===== config.mk =====
export PLATFORM = sky130hd
export DESIGN_NAME = extend_pipe
export DESIGN_NICKNAME = d
export VERILOG_FILES = /design/src/rtl/extend_pipe.sv
export SDC_FILE = /design/constraint.sdc
export NUM_CORES = 1
export LEC_CHECK = 0
export BUFFER_PORTS_ARGS = -buffer_cell sky130_fd_sc_hd__buf_2
export CORE_ASPECT_RATIO = 0.8
export CORE_MARGIN = 5
export CORE_UTILIZATION = 45
export DETAILED_ROUTE_END_ITERATION = 10
export PLACE_DENSITY = 0.66
export SYNTH_ARGS = -nofsm -noshare
export SYNTH_HDL_FRONTEND = slang
export SYNTH_SLANG_ARGS = --single-unit

===== constraint.sdc =====
create_clock -name clk -period 2.9 [get_ports clk]
set_clock_uncertainty 0.1 [all_clocks]
set_input_delay 0.58 -clock clk [delete_from_list [all_inputs] [get_ports clk]]
set_output_delay 0.58 -clock clk [all_outputs]
set_load 0.02 [all_outputs]

===== src/rtl/extend_pipe.sv =====
// Immediate extender with a 2-entry {result, tag} output buffer and valid/ready handshakes.
// Define EXTEND_PIPE_STATS_EN to add the saturating 16-bit xfer_count output.
module extend_pipe #(
  parameter int IN_W  = 16,
  parameter int OUT_W = 32,
  parameter int TAG_W = 5
) (
  input  logic             clk,
  input  logic             rst_n,
  input  logic             in_valid,
  output logic             in_ready,
  input  logic [1:0]       in_mode,
  input  logic [IN_W-1:0]  in_imm,
  input  logic [TAG_W-1:0] in_tag,
  output logic             out_valid,
  input  logic             out_ready,
  output logic [OUT_W-1:0] out_data,
  output logic [TAG_W-1:0] out_tag
`ifdef EXTEND_PIPE_STATS_EN
  ,
  output logic [15:0]      xfer_count
`endif
);

  localparam int EXT_W = OUT_W - IN_W;

  logic [OUT_W-1:0] sign_ext;
  logic [OUT_W-1:0] ext_result;

  logic [OUT_W-1:0] data_q [2];
  logic [TAG_W-1:0] tag_q  [2];
  logic             wr_ptr_q, wr_ptr_d;
  logic             rd_ptr_q, rd_ptr_d;
  logic [1:0]       count_q, count_d;
  logic             push, pop;

  always_comb begin
    sign_ext = {{EXT_W{in_imm[IN_W-1]}}, in_imm};
    ext_result = sign_ext;
    case (in_mode)
      2'b00: ext_result = sign_ext;
      2'b01: ext_result = {{EXT_W{1'b0}}, in_imm};
      2'b10: ext_result = {in_imm, {EXT_W{1'b0}}};
      2'b11: ext_result = {sign_ext[OUT_W-3:0], 2'b00};
      default: ext_result = sign_ext;
    endcase
  end

  // Handshake flags come only from registered occupancy, so in_ready never sees out_ready.
  assign in_ready  = (count_q != 2'd2);
  assign out_valid = (count_q != 2'd0);
  assign push      = in_valid & in_ready;
  assign pop       = out_valid & out_ready;

  assign out_data = data_q[rd_ptr_q];
  assign out_tag  = tag_q[rd_ptr_q];

  always_comb begin
    wr_ptr_d = wr_ptr_q ^ push;
    rd_ptr_d = rd_ptr_q ^ pop;
    count_d  = count_q;
    if (push && !pop) begin
      count_d = count_q + 2'd1;
    end else if (pop && !push) begin
      count_d = count_q - 2'd1;
    end
  end

  // Storage is cleared on reset so out_data/out_tag read as zero afterwards.
  always_ff @(posedge clk) begin
    if (!rst_n) begin
      wr_ptr_q  <= 1'b0;
      rd_ptr_q  <= 1'b0;
      count_q   <= 2'd0;
      data_q[0] <= '0;
      data_q[1] <= '0;
      tag_q[0]  <= '0;
      tag_q[1]  <= '0;
    end else begin
      wr_ptr_q <= wr_ptr_d;
      rd_ptr_q <= rd_ptr_d;
      count_q  <= count_d;
      if (push) begin
        data_q[wr_ptr_q] <= ext_result;
        tag_q[wr_ptr_q]  <= in_tag;
      end
    end
  end

`ifdef EXTEND_PIPE_STATS_EN
  logic [15:0] xfer_count_q, xfer_count_d;

  always_comb begin
    xfer_count_d = xfer_count_q;
    if (pop && (xfer_count_q != 16'hFFFF)) begin
      xfer_count_d = xfer_count_q + 16'd1;
    end
  end

  always_ff @(posedge clk) begin
    if (!rst_n) begin
      xfer_count_q <= 16'd0;
    end else begin
      xfer_count_q <= xfer_count_d;
    end
  end

  assign xfer_count = xfer_count_q;
`endif

endmodule


==> flow_summary.ini, run 1 <==
[setup_path]
critPathMaxFanout = 21
critPathKind = flip-flop to output pin
critical_path.max_stage_delay_ns = 0.62
crit_path_end_kind = output pin
cp-start-kind = flip-flop
crit_chain = buf_12 -> mux2_2 -> buf_2
cp.arrival_ns = 1.75
cp_slowest_cell = dfxtp_2
worst-endpoint-required_ns = 2.22
reg2reg_slack_ns = 1.00

[layout]
final_nets = 390
areaGrowthSynthToFinish_pct = 16.2
final_cell_mix = 74 x edfxtp_1, 73 x nor2_1, 65 x buf_2, 52 x mux2_2, 29 x a21oi_1
fin_cells = 479
drive_above_1_share = 0.395
antennaDiodeCount = 0
final_common_cell = edfxtp_1

[clocking]
cts_htree_levels = 3
ctsRootBufferMaster = clkbuf_8
cts_resized = 0
clk_latency_ns = 0.35
cts_post_setup_buffers_inserted = 0
numCtsBuffers = 9
cts_tree = done
hold_buffers = 0
cts_buffer_depth = 2
clkTransAtPathRegs_ns = 0.08
numClockSinks = 79

[routing]
first_pass_iters = 5
wl_met2_um = 3690
ant_nets = 0
drt_iter0_drc = 150
drt-total-wl_um = 7850
wl_per_cell_um = 16.4
via_per_inst = 5.23
drc = 0
met3_length_um = 560
route.vias.total = 2505
m1WireLength_um = 3480
top_layer_used = met4

[logic_synthesis]
syn_avg_cell_area_sq_um = 12.6
syn_inst = 301
synth.area.top_cells = edfxtp_1 58%, mux2_2 15%, nor2_1 7.2%
yosysWarnings = 0
yosysTopAreaCell = edfxtp_1
synth_seq_area_share = 0.611
syn_area_sq_mm = 0.00380
synth.top_cell.area_share = 0.584
synth-seq-cells = 79
synth_fp_nets = 329
netlist-cell-type-count = 29

[sta]
rsz0062_at_grt = false
fmax_mhz = 412
drv_slew = 0
relSlewSlack = 0.560
min_period_over_period = 0.838
hold_viol_final = 0
worstMarginPinSlew_ns = 0.660
period_needed_ns = 2.43
setup_violations = 0
fin_tns_setup_ns = 0

[placed_design]
place_inst = 463
routabilityCongestion = 0.753
port_buffers = 65
place_hpwl_um = 5010

[grt]
track_usage = 0.159
grt_start_max_net_pins = 38
antenna_found_initial = 0
overflow = 0
grt_pass1_vias = 2541
grt_pass1_wl_um = 12700

[pwr]
total_power_mw = 3.39
peakVddDrop_uv = 336
p_per_area_mw_per_mm2 = 766
power_leakage_nw = 1.77

[floorplanning]
die_w_um = 113
die_height_um = 92.2
ios = 66
num_rows = 30
initial_core_util = 0.454
die_area_sq_mm = 0.0104
core-area_sq_mm = 0.00837

[hold_path]
min_path_type = flip-flop to flip-flop

[job]
cap_violations = 0

[status]
status = finished, final reports clean
==> state kept, by name, indices dropped and copies added (netlist names), named ones only <==
signal	cells
count_q	2
data_q	64
rd_ptr_q	1
tag_q	10
wr_ptr_q	1
==> cell type report <==
| type | count | area (sq um) |
|---|---|---|
| Fill cell | 740 | 3950 |
| Sequential cell | 79 | 2320 |
| Multi-Input combinational cell | 195 | 1320 |
| Timing Repair Buffer | 71 | 395 |
| Tap cell | 112 | 140 |
| Clock buffer | 9 | 124 |
| Clock inverter | 7 | 96.3 |
| Inverter | 6 | 22.5 |
==> synth_stat cells <==
cell type / number
edfxtp_1: 74
nor2_1: 73
mux2_2: 52
a21oi_1: 29
nor2b_1: 13
buf_2: 12
inv_1: 6
buf_6: 5
dfxtp_1: 5
and2_1: 4
nand2b_1: 3
o21ai_0: 3
a21boi_0: 2
buf_4: 2
clkbuf_1: 2
nand2_1: 2
xnor2_1: 2
a21bo_2: 1
and2_0: 1
and2b_1: 1
ha_1: 1
nand3b_1: 1
nand4_4: 1
nand4b_4: 1
nor2_2: 1
nor3b_4: 1
or2_2: 1
or3_1: 1
xor2_1: 1
==> power by group <==
group	switching (mW)	internal [mW]	leakage, nW
sequential	0.0805	1.42	0.826
clock	0.408	0.486	0.103
combinational	0.575	0.421	0.840
total	1.06	2.32	1.77
==> critical path, delay by kind of cell, from the launching register on <==
kind                   cells  cell delay, ns
buffers and inverters      2            0.40
DFF                        1            0.62
muxes                      1            0.36
==> routing by layer <==
| layer | track usage | vias up |
|---|---|---|
| met5 | 0 | - |
| met4 | 0.0571 | 0 |
| met3 | 0.0534 | 12 |
| met2 | 0.247 | 97 |
| met1 | 0.209 | 1211 |
| li1 | - | 1185 |
==> final timing paths <==
path / from / end / cells after the start
min: count_q[1]$_SDFFE_PN0P_ / count_q[1]$_SDFFE_PN0P_ / 2
min reg2reg: count_q[1]$_SDFFE_PN0P_ / count_q[1]$_SDFFE_PN0P_ / 2
max reg2reg: count_q[0]$_SDFFE_PN0P_ / count_q[1]$_SDFFE_PN0P_ / 5
max: flip-flop / out_data[14] / 3
==> stage by stage <==
stage | cell area (sq um) | hold WS [ns] | util | setup WS, ns
final | 4420 | 0.431 | 0.528 | 0.471
after global routing | 4420 | 0.435 | 0.528 | 0.361
after CTS | 4420 | 0.409 | 0.528 | 0.415
after detailed placement | 4200 | 0.425 | 0.502 | 0.830
after global placement | 4200 | 0.405 | 0.502 | 0.824
after floorplan | 3800 | 0.383 | - | 0.466
==> cells by family after synthesis <==
| kind of cell | synth area share |
|---|---|
| buf+inv | 0.0424 |
| fa+ha+maj | 0.00329 |
| simple gates | 0.134 |
| xor+xnor | 0.00691 |
| mux | 0.154 |
| flops | 0.611 |
| compound gates | 0.0487 |
(Power assumes the default switching activity.)
==> inputs of run 2 (changes only) <==
- PLACE_DENSITY: 0.66 -> 0.69
- clock period: 2.9 -> 2.2 ns (I/O delays scaled with it)
==> run 2 against run 1 <==
Critical path depth stayed put. Via count is 3.0% lower. First-iteration DRC count is 37% lower. Clock-buffer cell count is 3 higher. Sequential cell count stayed put. Final cell count is 0.42% higher. Sequential share of layout area is 0.15 points lower. Total power is 31% higher. Global-route usage is 0.34 points lower. Design area is 0.28% higher. Die area stayed put. Non-clock buffer count is 2 higher. Highest routed layer unchanged.
==> flow_summary.ini, run 2 (synthesized netlist as in run 1, its figures left out) <==
[sta]
period_needed_ns = 2.04
rsz0062_at_grt = false
relSlewSlack = 0.531
worstMarginPinSlew_ns = 0.702
hold_viol_final = 0
setup_violations = 0
min_period_over_period = 0.925
fin_tns_setup_ns = 0
drv_slew = 0
fmax_mhz = 491
whs_ns = 0.305

[clocking]
cts_post_setup_buffers_inserted = 0
numCtsBuffers = 9
cts_htree_levels = 3
cts_resized = 0
cts_tree = done
clk_latency_ns = 0.34
cts_buffer_depth = 2
clkTransAtPathRegs_ns = 0.08
hold_buffers = 0
ctsRootBufferMaster = clkbuf_8
numClockSinks = 79

[grt]
track_usage = 0.156
antenna_found_initial = 0
grt_pass1_wl_um = 12500
grt_pass1_vias = 2397
overflow = 0
grt_start_max_net_pins = 38

[routing]
via_per_inst = 5.05
wl_per_cell_um = 15.8
drc = 0
route.vias.total = 2429
ant_nets = 0
drt_iter0_drc = 95
first_pass_iters = 4
drt-total-wl_um = 7620

[layout]
largest_register_ffs = 64
antennaDiodeCount = 0
drive_above_1_share = 0.398
fin_cells = 481
reg_top3 = data_q: 64 flops, tag_q: 10 flops, count_q: 2 flops
final_cell_mix = 74 x edfxtp_1, 73 x nor2_1, 65 x buf_2, 52 x mux2_2, 29 x a21oi_1
final_common_cell = edfxtp_1
fin_util = 0.530
areaGrowthSynthToFinish_pct = 16.6
largest-register = data_q
final_nets = 392

[placed_design]
routabilityCongestion = 0.773
place_hpwl_um = 5000
place_inst = 465
port_buffers = 65

[floorplanning]
die_height_um = 92.2
num_rows = 30
die_w_um = 113
core-area_sq_mm = 0.00837
ios = 66
initial_core_util = 0.454
die_area_sq_mm = 0.0104

[pwr]
p_per_area_mw_per_mm2 = 1000
power_leakage_nw = 1.79
total_power_mw = 4.44
peakVddDrop_uv = 544

[job]
cap_violations = 0

[setup_path]
crit_path_end_kind = output pin
cp.arrival_ns = 1.50
worst-endpoint-required_ns = 1.66
critPathMaxFanout = 37
cp-start-kind = flip-flop
critPathKind = flip-flop to output pin

[status]
status = finished, final reports clean

[hold_path]
min_path_type = input port to flip-flop
==> run 2: layout make-up <==
| type | instances | area, sq um |
|---|---|---|
| fill | 755 | 3940 |
| clock buffer | 12 | 145 |
| clock inverter | 4 | 70.1 |
| multi-input combinational | 195 | 1320 |
| timing repair buffer | 73 | 410 |
| tap | 112 | 140 |
| inverter | 6 | 22.5 |
| sequential | 79 | 2320 |
==> run 2: routing by layer <==
metal  GRT usage  vias up  wire length [um]
li1            -     1186                 -
met1       0.209     1173              3450
met2       0.242       64              3670
met3      0.0574        6               445
met4      0.0360        0                54
met5           0        -                 0
==> run 2: final timing paths <==
| kind | slack, ns | endpoint | cells past startpoint | startpoint |
|---|---|---|---|---|
| min | 0.30 | tag_q[0][2]$_SDFFCE_PN0P_ | 3 | in_tag[2] |
| max | 0.16 | out_data[16] | 3 | flip-flop |
| min reg2reg | 0.42 | count_q[1]$_SDFFE_PN0P_ | 2 | count_q[1]$_SDFFE_PN0P_ |
| max reg2reg | 0.33 | count_q[1]$_SDFFE_PN0P_ | 5 | count_q[0]$_SDFFE_PN0P_ |
==> run 2: per-stage QoR <==
stage          instance area, sq um  worst slack (ns)
6_report                       4430             0.164
2_1_floorplan                  3810             0.151
3_5_place_dp                   4220             0.155
5_1_grt                        4430             0.107
4_1_cts                        4430             0.146
3_3_place_gp                   4220             0.177
==> run 2: critical path: stages (launching register included) <==
cell and delay, ns:
dfxtp_2 0.34, buf_12 0.23, mux2_2 0.39, buf_2 0.17
==> run 2: report_power, final <==
group          total, mW  switching (mW)  leakage (nW)  internal (mW)
clock network       1.16           0.491         0.110          0.667
logic               1.36           0.798         0.849          0.559
registers           1.93          0.0610         0.826           1.87
==> inputs of run 3 (changes only) <==
- PLACE_DENSITY: 0.69 -> 0.66
- RECOVER_POWER: unset -> 50
- clock period: 2.2 -> 2 ns (I/O delays scaled with it)
==> run 3 against run 2 <==
Clock power rose by 5%. Routed wire length rose by 5.2%. Sequential power rose by 11%. Global-route usage rose by 0.24 points. Sequential cell count did not move. Register-to-register slack got worse by 0.22 ns. Highest routed layer unchanged.
==> flow_summary.ini, run 3 (synthesized netlist as in run 1, its figures left out) <==
[clocking]
clkTransAtPathRegs_ns = 0.07
cts_post_setup_buffers_inserted = 0
numCtsBuffers = 9
hold_buffers = 0
numClockSinks = 79
cts_htree_levels = 3
clk_latency_ns = 0.35
ctsRootBufferMaster = clkbuf_8
cts_buffer_depth = 2
cts_tree = done

[pwr]
power.switching_mw = 1.52
peakVddDrop_uv = 477
power_frac_seq = 0.432
p_comb_frac = 0.322
p_per_area_mw_per_mm2 = 1110
p_sw_frac = 0.308
total_power_mw = 4.95
power_leakage_nw = 1.79
p_int_mw = 3.43
clockPowerShare = 0.246

[sta]
rsz0062_at_grt = true
hold_viol_final = 0
setup_violations = 0
drv_slew = 0
fmax_mhz = 510
period_needed_ns = 1.96
min_period_over_period = 0.981
worstMarginPinSlew_ns = 0.664
fin_ws_ns = 0.0376
relSlewSlack = 0.557

[grt]
grt_pass1_vias = 2437
antenna_found_initial = 0
grt_pass1_wl_um = 12700
track_usage = 0.159
overflow = 0
grt_start_max_net_pins = 38

[floorplanning]
die_height_um = 92.2
ios = 66
die_area_sq_mm = 0.0104
core-area_sq_mm = 0.00837
die_w_um = 113
num_rows = 30
initial_core_util = 0.454

[layout]
reg_top3 = data_q: 64 flops, tag_q: 10 flops, count_q: 2 flops
largest-register = data_q
areaGrowthSynthToFinish_pct = 17.8
fin_cells = 484
drive_above_1_share = 0.387
largest_register_ffs = 64
final_common_cell = edfxtp_1
antennaDiodeCount = 0
final_nets = 395
post-route-cell-area_sq_mm = 0.00448
final_cell_mix = 74 x edfxtp_1, 73 x nor2_1, 58 x buf_2, 51 x mux2_2, 29 x a21oi_1

[routing]
ant_nets = 0
drt_iter0_drc = 128
route.vias.total = 2429
via_per_inst = 5.02
drt-total-wl_um = 8020
wl_per_cell_um = 16.6
first_pass_iters = 4
drc = 0

[placed_design]
place_inst = 466
dpl_cell_area_sq_mm = 0.00427
port_buffers = 65
routabilityCongestion = 0.783
post-place-ws_ns = 0.0328
place_hpwl_um = 5160

[job]
cap_violations = 0

[hold_path]
min_path_type = input port to flip-flop
worstHoldStart = in_tag[1]

[setup_path]
critical_path.max_stage_delay_ns = 0.39
worstReg2RegEnd = data_q[0][15]$_SDFFCE_PN0P_
reg2reg_slack_ns = 0.11
critPathKind = flip-flop to output pin
cp.arrival_ns = 1.46
rr_worst_depth = 4
crit_end = out_data[15]
reg2reg_from = count_q[0]$_SDFFE_PN0P_
critPathMaxFanout = 19
crit_path_end_kind = output pin
crit_chain = buf_12 -> mux2_2 -> buf_2
cp_slowest_cell = dfxtp_4
worst-endpoint-required_ns = 1.50
cp-start-kind = flip-flop

[status]
status = finished, final reports clean
[run 3: cell count changes in the layout (fill, tap and decap cells not counted), moves of 2 or more]
| cell | previous run | this run |
|---|---|---|
| buf_2 | 65 | 58 |
| clkinv_1 | 0 | 4 |
| buf_4 | 6 | 9 |
| clkbuf_4 | 0 | 3 |
| and2_0 | 1 | 3 |
| and2_1 | 4 | 2 |
| clkinv_2 | 2 | 0 |
[run 3: power groups by stage]
stage	clock network (mW)	logic, mW	registers [mW]
floorplan	0	1.10	2.14
global placement	0	1.55	2.15
detailed placement	0	1.56	2.16
CTS	1.25	1.57	2.12
global route	1.32	1.72	2.16
finish	1.22	1.59	2.14
[run 3: worst min path at each step]
stage	end	cells past startpoint
5_1_grt	tag_q[0][4]$_SDFFCE_PN0P_	3
3_3_place_gp	count_q[1]$_SDFFE_PN0P_	2
3_5_place_dp	count_q[1]$_SDFFE_PN0P_	2
2_1_floorplan	count_q[1]$_SDFFE_PN0P_	2
6_report	tag_q[1][1]$_SDFFCE_PN0P_	3
4_1_cts	tag_q[1][4]$_SDFFCE_PN0P_	3
[run 3: stage by stage]
| stage | hold WS, ns | util | TNS, ns |
|---|---|---|---|
| 2_1_floorplan | 0.383 | - | 0 |
| 3_3_place_gp | 0.403 | 0.510 | 0 |
| 3_5_place_dp | 0.430 | 0.510 | 0 |
| 4_1_cts | 0.244 | 0.534 | -0.0153 |
| 5_1_grt | 0.263 | 0.535 | -0.229 |
| 6_report | 0.264 | 0.535 | 0 |
[run 3: per-layer routing]
metal	track usage	share of wire
met1	0.203	0.47
met2	0.259	0.47
met3	0.0554	0.051
met4	0.0360	0.0076
met5	0	0
[run 3: critical path, delay by kind of cell, from the launching register on]
kind,cells,cell delay [ns]
buffers and inverters,2,0.34
DFF,1,0.39
muxes,1,0.37
[run 3: repair_timing]
action                     4_1_cts  5_1_grt
setup endpoints to repair        4       36
gates cloned                     0        2
resized for setup                1        7
[run 3: cell type report]
class                      instances  area [sq um]
fill                             764          3890
sequential                        79          2330
multi-input combinational        195          1320
timing repair buffer              76           464
tap                              112           140
clock buffer                      10           128
clock inverter                     6          75.1
inverter                           6          22.5
